==> config.mk <==
export PLATFORM = sky130hd
export DESIGN_NAME = c64_mem_map
export DESIGN_NICKNAME = d
export VERILOG_FILES = /design/src/rtl/c64_mem_pkg.sv /design/src/rtl/c64_mem_map_cpu_port.sv /design/src/rtl/c64_mem_map.sv
export SDC_FILE = /design/constraint.sdc
export NUM_CORES = 1
export LEC_CHECK = 0
export CAP_MARGIN = 20
export CORE_MARGIN = 2
export CORE_UTILIZATION = 61
export DETAILED_ROUTE_END_ITERATION = 12
export DONT_BUFFER_PORTS = 1
export PLACE_DENSITY = 0.75
export REMOVE_ABC_BUFFERS = 1
export SLEW_MARGIN = 20
export SYNTH_ARGS = -nofsm -noshare
export SYNTH_HDL_FRONTEND = slang
export SYNTH_SLANG_ARGS = --single-unit
==> constraint.sdc <==
create_clock -name clk -period 3.8 [get_ports clk]
set_clock_uncertainty 0.05 [all_clocks]
set_input_delay 0.76 -clock clk [delete_from_list [all_inputs] [get_ports clk]]
set_output_delay 0.76 -clock clk [all_outputs]
set_load 0.05 [all_outputs]
==> src/rtl/c64_mem_pkg.sv <==
// c64_mem_pkg
//   Shared definitions for the C64 memory map: region boundary addresses,
//   the decoded-region enumeration, the default processor-port fade time and
//   the region decode helper used by c64_mem_map.
package c64_mem_pkg;

  // Default number of clk cycles the floating port bits 7:6 keep their value.
  localparam logic [15:0] FADE_CYCLES_DEFAULT = 16'd1000;

  // Processor-port register addresses.
  localparam logic [15:0] PORT_DIR_ADDR  = 16'h0000;
  localparam logic [15:0] PORT_DATA_ADDR = 16'h0001;

  // Banked region boundaries (inclusive).
  localparam logic [15:0] BASIC_BASE  = 16'hA000;
  localparam logic [15:0] BASIC_END   = 16'hBFFF;
  localparam logic [15:0] IO_BASE     = 16'hD000;
  localparam logic [15:0] IO_END      = 16'hDFFF;
  localparam logic [15:0] KERNAL_BASE = 16'hE000;

  typedef enum logic [2:0] {
    REGION_RAM    = 3'd0,
    REGION_BASIC  = 3'd1,
    REGION_KERNAL = 3'd2,
    REGION_CHAR   = 3'd3,
    REGION_IO     = 3'd4,
    REGION_PORT   = 3'd5
  } region_e;

  // Map an address plus the three banking bits to the region that serves it.
  // The $D000 window shows RAM only when both LORAM and HIRAM are low;
  // otherwise CHAREN chooses between I/O and the character ROM.
  function automatic region_e decode_region(input logic [15:0] addr,
                                            input logic loram,
                                            input logic hiram,
                                            input logic charen);
    region_e r;
    r = REGION_RAM;
    if ((addr == PORT_DIR_ADDR) || (addr == PORT_DATA_ADDR)) begin
      r = REGION_PORT;
    end else if ((addr >= BASIC_BASE) && (addr <= BASIC_END)) begin
      if (loram && hiram) begin
        r = REGION_BASIC;
      end else begin
        r = REGION_RAM;
      end
    end else if ((addr >= IO_BASE) && (addr <= IO_END)) begin
      if (!loram && !hiram) begin
        r = REGION_RAM;
      end else if (charen) begin
        r = REGION_IO;
      end else begin
        r = REGION_CHAR;
      end
    end else if (addr >= KERNAL_BASE) begin
      if (hiram) begin
        r = REGION_KERNAL;
      end else begin
        r = REGION_RAM;
      end
    end else begin
      r = REGION_RAM;
    end
    return r;
  endfunction

endpackage

==> src/rtl/c64_mem_map_cpu_port.sv <==
// cpu_port
//   6510 on-chip I/O port: direction register ($0000), data register ($0001)
//   and the capacitive "fade" behaviour of the unconnected bits 7:6.
//   When bit 7 or 6 is switched from output to input, its last driven value
//   is held for FADE_CYCLES cycles, then reads 0.
// Ports
//   clk, reset     : system clock, asynchronous active-high reset
//   wr_dir_i       : load the direction register from wdata_i this edge
//   wr_out_i       : load the data register from wdata_i this edge
//   wdata_i        : CPU write data
//   port_in_i      : external pin levels (bits 5:0 meaningful)
//   port_dir_o     : direction register (1 = output)
//   port_out_o     : data register
//   port_rd_o      : value the CPU sees when reading $0001
module cpu_port
  import c64_mem_pkg::*;
#(
  parameter logic [15:0] FADE_CYCLES = FADE_CYCLES_DEFAULT
) (
  input  logic       clk,
  input  logic       reset,
  input  logic       wr_dir_i,
  input  logic       wr_out_i,
  input  logic [7:0] wdata_i,
  input  logic [7:0] port_in_i,
  output logic [7:0] port_dir_o,
  output logic [7:0] port_out_o,
  output logic [7:0] port_rd_o
);

  logic [7:0] dir_q, dir_d;
  logic [7:0] out_q, out_d;
  logic [1:0] fade_bits_s;
  logic       unused_pins;

  // Pins 7:6 are not bonded out; the fade latch stands in for them.
  assign unused_pins = ^port_in_i[7:6];

  // Next value of the direction and data registers.
  always_comb begin
    dir_d = dir_q;
    out_d = out_q;
    if (wr_dir_i) begin
      dir_d = wdata_i;
    end else begin
      dir_d = dir_q;
    end
    if (wr_out_i) begin
      out_d = wdata_i;
    end else begin
      out_d = out_q;
    end
  end

  // Direction and data register storage.
  always_ff @(posedge clk or posedge reset) begin
    if (reset) begin
      dir_q <= 8'h00;
      out_q <= 8'h00;
    end else begin
      dir_q <= dir_d;
      out_q <= out_d;
    end
  end

  // One fade latch and down-counter per floating bit (6 and 7).
  for (genvar g = 0; g < 2; g++) begin : g_fade
    localparam int unsigned B = 6 + g;

    logic        fade_q, fade_d;
    logic [15:0] cnt_q, cnt_d;

    // Fade sequencing. A falling direction bit captures the value that was
    // driven before this edge, so a simultaneous data write does not leak in.
    always_comb begin
      fade_d = fade_q;
      cnt_d  = cnt_q;
      if (dir_q[B] && !dir_d[B]) begin
        if (FADE_CYCLES != 16'd0) begin
          fade_d = out_q[B];
          cnt_d  = FADE_CYCLES;
        end else begin
          fade_d = 1'b0;
          cnt_d  = 16'd0;
        end
      end else if (dir_d[B]) begin
        fade_d = out_d[B];
        cnt_d  = 16'd0;
      end else if (cnt_q != 16'd0) begin
        cnt_d = cnt_q - 16'd1;
        if (cnt_q == 16'd1) begin
          fade_d = 1'b0;
        end else begin
          fade_d = fade_q;
        end
      end else begin
        fade_d = fade_q;
        cnt_d  = cnt_q;
      end
    end

    // Fade latch and counter storage; reset abandons any fade in flight.
    always_ff @(posedge clk or posedge reset) begin
      if (reset) begin
        fade_q <= 1'b0;
        cnt_q  <= 16'd0;
      end else begin
        fade_q <= fade_d;
        cnt_q  <= cnt_d;
      end
    end

    assign fade_bits_s[g] = fade_q;
  end

  // Port read value: output bits echo the data register, inputs show the pins
  // (or the fade latch for the floating bits).
  always_comb begin
    port_rd_o = 8'h00;
    for (int i = 0; i < 6; i++) begin
      if (dir_q[i]) begin
        port_rd_o[i] = out_q[i];
      end else begin
        port_rd_o[i] = port_in_i[i];
      end
    end
    for (int j = 0; j < 2; j++) begin
      if (dir_q[6 + j]) begin
        port_rd_o[6 + j] = out_q[6 + j];
      end else begin
        port_rd_o[6 + j] = fade_bits_s[j];
      end
    end
  end

  assign port_dir_o = dir_q;
  assign port_out_o = out_q;

endmodule

==> src/rtl/c64_mem_map.sv <==
// c64_mem_map
//   C64 address decoder and read-data multiplexer around the 6510 processor
//   port. Reads are purely combinational (zero latency).
// Ports
//   clk, reset        : system clock, asynchronous active-high reset
//   ab, we            : CPU address and write enable
//   dout              : CPU write data ("do" is a reserved word)
//   di                : read data to the CPU
//   port_in/out/dir   : processor port pins, data and direction registers
//   ram_addr/we/wdata : 64 KiB RAM, ram_rdata is its asynchronous read data
//   basic/kernal/char_rdata : ROM data (ROMs are addressed externally from ab)
//   io_cs, io_we, io_rdata  : $D000-$DFFF I/O space when I/O is banked in
module c64_mem_map
  import c64_mem_pkg::*;
#(
  parameter logic [15:0] FADE_CYCLES = FADE_CYCLES_DEFAULT
) (
  input  logic        clk,
  input  logic        reset,
  input  logic [15:0] ab,
  input  logic        we,
  input  logic [7:0]  dout,
  output logic [7:0]  di,
  input  logic [7:0]  port_in,
  output logic [7:0]  port_out,
  output logic [7:0]  port_dir,
  output logic [15:0] ram_addr,
  output logic        ram_we,
  output logic [7:0]  ram_wdata,
  input  logic [7:0]  ram_rdata,
  input  logic [7:0]  basic_rdata,
  input  logic [7:0]  kernal_rdata,
  input  logic [7:0]  char_rdata,
  output logic        io_cs,
  output logic        io_we,
  input  logic [7:0]  io_rdata
);

  logic       wr_dir_s;
  logic       wr_out_s;
  logic [7:0] port_rd_s;
  logic [2:0] eff_s;
  region_e    region_s;

  assign wr_dir_s = we && (ab == PORT_DIR_ADDR);
  assign wr_out_s = we && (ab == PORT_DATA_ADDR);

  cpu_port #(
    .FADE_CYCLES(FADE_CYCLES)
  ) u_cpu_port (
    .clk        (clk),
    .reset      (reset),
    .wr_dir_i   (wr_dir_s),
    .wr_out_i   (wr_out_s),
    .wdata_i    (dout),
    .port_in_i  (port_in),
    .port_dir_o (port_dir),
    .port_out_o (port_out),
    .port_rd_o  (port_rd_s)
  );

  // Effective banking bits: driven value for outputs, pin level for inputs.
  always_comb begin
    eff_s = 3'b000;
    for (int i = 0; i < 3; i++) begin
      if (port_dir[i]) begin
        eff_s[i] = port_out[i];
      end else begin
        eff_s[i] = port_in[i];
      end
    end
  end

  assign region_s = decode_region(ab, eff_s[0], eff_s[1], eff_s[2]);

  // Read data multiplexer.
  always_comb begin
    di = ram_rdata;
    case (region_s)
      REGION_PORT: begin
        if (ab[0]) begin
          di = port_rd_s;
        end else begin
          di = port_dir;
        end
      end
      REGION_BASIC:  di = basic_rdata;
      REGION_KERNAL: di = kernal_rdata;
      REGION_CHAR:   di = char_rdata;
      REGION_IO:     di = io_rdata;
      REGION_RAM:    di = ram_rdata;
      default:       di = ram_rdata;
    endcase
  end

  // Writes land in RAM everywhere except banked-in I/O, including under ROMs
  // and at the port registers. Strobes are held off while reset is high.
  assign io_cs     = (region_s == REGION_IO);
  assign io_we     = io_cs && we && !reset;
  assign ram_we    = !io_cs && we && !reset;
  assign ram_addr  = ab;
  assign ram_wdata = dout;

endmodule

==> metrics.cfg <==
[yosys]
avgSynthCellArea_um2 = 8.953
synth_top_area_cell = dfrtp_1
synth_warnings = 0
ys_ff_latch = 50
synth_edf_count = 0
synth_compound_area_frac = 0.1765
synthCells = 354
synthAdderAreaFrac = 0.01579
async_reset_ff_frac = 1.000
yosys.area_share.simple = 0.2294
synthTopCellsByArea = dfrtp_1 39%, buf_4 5.7%, mux2_2 5.0%
yosysSeqAreaShare = 0.3948
synthTopCellsByCount = 50 x dfrtp_1, 37 x nor2_1, 27 x a21oi_1
ys_types = 52
syn_area_um2 = 3169
synth.most_common_cell = dfrtp_1
synth_ff_type = dfrtp_1
synthXorXnorAreaFrac = 0.03040
muxShareOfSynthArea = 0.06593
yosysTopAreaCellShare = 0.3948
synth_top_family_by_area = simple AND/OR/NAND/NOR gates

[outcome]
outcome = completed

[finish]
drive_above_1_share = 0.1491
nFillCells = 441
syn_to_final_growth_pct = 3.158
num_antenna_cells = 0
final_cells = 412
final_nets = 420

[floorplan]
ios = 126
core_area_um2 = 5075
die-height_um = 76.08
start_util = 0.6245
die_w_um = 76.08
dieArea_um2 = 5788
rows = 26

[flow_run]
max-cap-violations = 0

[sta]
rsz0062_at_grt = no
tns_ns = 0
worstMarginPinSlew_ns = 1.026
max_freq_mhz = 277.5
layout_worst_path_cycle_share = 0.9482
final_hold_viol_count = 0
max-slew-margin-rel = 0.3144
holdWs_ns = 0.4489
setup_viol = 0
fin_crit_ns = 3.603
maxSlewViolCount = 0

[grt]
antenna_found_initial = 0
grt_pass1_vias = 2544
grt_max_degree = 51
grt_usage = 0.2654
overflow = 0
grt_pass1_wl_um = 12350

[detailed_routing]
first_pass_iters = 6
antenna_left = 0
first_iter_violations = 243
drt-vias-per-instance = 6.517
dr_total_vias = 2685
drc = 0
finalWirelength_um = 7618
wl_per_cell_um = 18.49

[critical_path]
critPathCaptureType = output pin
critPathKind = reg2out
worst_setup_path_start_kind = flip-flop
critPathArrivalTime_ns = 2.79
crit_fanout = 16
cp.required_ns = 2.99

[clock_tree]
cts.htree.levels = 2
cts_hold_buf = 0
cts_buffers = 5
ctsRootBufferMaster = clkbuf_8
clk_latency_ns = 0.31
cts_buffer_depth = 2
path_clk_slew_ns = 0.10
post_cts_resize_count = 0
cts_setup_buffers = 0
cts_tree = built
cts_sinks = 50

[worst_hold_path]
hold_class = in2async

[power]
ir_worst_vdd_v = 0.0002820
finalPower_mw = 1.120
total_leakage_power_nw = 1.345
power.density_nw_per_um2 = 342.5

[place]
gp_congestion = 0.8585
dp_hpwl_um = 5718
portBuffers = 0
place_inst = 404

==> stage by stage <==
step                instance area [µm²]  utilization  setup WS (ns)
floorplan                          2930            -        -0.2296
detailed placement                 3153       0.6213         0.3046
CTS                                3269       0.6442         0.2576
global placement                   3153       0.6213         0.3612
finish                             3269       0.6442         0.1969
global route                       3269       0.6442        0.01310
==> per-layer routing <==
metal  track usage  part of all wire  vias up
met5             0                 0        -
met4        0.1218             0.036        0
met3       0.06280             0.065       22
met2        0.4518              0.48       98
met1        0.3201              0.41     1296
li1              -                 -     1269
==> area by class of cell <==
type,instances,area [µm²],area share
Clock buffer,5,68.82,0.02105
Clock inverter,3,47.55,0.01454
Inverter,10,37.54,0.01148
Multi-Input combinational cell,257,1649,0.5044
Sequential cell,50,1251,0.3827
Tap cell,70,87.58,0.02679
Timing Repair Buffer,17,127.6,0.03904
==> power breakdown <==
group	internal (mW)	switching, mW
registers	0.559	0.0345
clock network	0.200	0.189
logic	0.0528	0.0851
total	0.811	0.309
==> sequential cells by signal (all words and copies together), names as in the netlist <==
name	count
u_cpu_port.g_fade.cnt_q	32
u_cpu_port.port_dir_o	8
u_cpu_port.port_out_o	8
u_cpu_port.g_fade.fade_q	2
==> cell families (layout without fill, tap and decap cells) <==
logic type / after synthesis / count (layout)
AND/OR/NAND/NOR: 137 / 137
AO/OA/AOI/OAI: 86 / 86
flip-flops: 50 / 50
buffers and inverters: 47 / 35
multiplexers: 19 / 19
XOR/XNOR: 11 / 11
adder cells (fa/ha/maj): 4 / 4
==> path summary, 6_finish.rpt <==
| kind | from | end | slack [ns] | depth (start not counted) |
|---|---|---|---|---|
| min | reset | u_cpu_port.g_fade[0].cnt_q[12] | 0.45 | 2 |
| max | u_cpu_port.port_dir_o[1] | di[4] | 0.20 | 6 |
| min reg2reg | u_cpu_port.g_fade[0].cnt_q[14] | u_cpu_port.g_fade[0].cnt_q[14] | 0.47 | 1 |
| max reg2reg | u_cpu_port.g_fade[1].cnt_q[2] | u_cpu_port.g_fade[1].cnt_q[15] | 1.23 | 5 |
| min in group clk | u_cpu_port.g_fade[0].cnt_q[14] | u_cpu_port.g_fade[0].cnt_q[14] | 0.47 | 1 |
| max in group asynchronous | reset | u_cpu_port.g_fade[0].cnt_q[2] | 2.82 | 2 |
==> layout by cell type (no fill, tap or decap), types with 2 or more instances in the layout <==
cell and instances:
a211oi_1 9, nor3b_1 4, and4_1 2, a22oi_1 8, a311oi_1 2, or3_1 8, a21oi_1 27, mux2i_1 4
nor4_1 11, a222oi_1 8, nand3b_1 3, dfrtp_1 50, or4_4 2, nand4_1 2, mux2_2 14, inv_1 9
xor2_1 3, a31oi_1 9, nand3_1 7, nor2_1 37, and3_1 3, o21ai_0 14, nand2_1 25, and2_1 3
clkbuf_8 5, buf_4 17, nor3_1 13, or4_2 2, or4_1 5, ha_1 4, nand2b_1 2, xnor2_1 8
==> worst max-delay path: stages (launching register included) <==
cell,delay [ns]
dfrtp_1,0.40
mux2i_1,0.17
nor3b_1,0.86
or4_1,0.55
nor2_1,0.08
a31oi_1,0.18
buf_4,0.23
(Power assumes the default switching activity.)
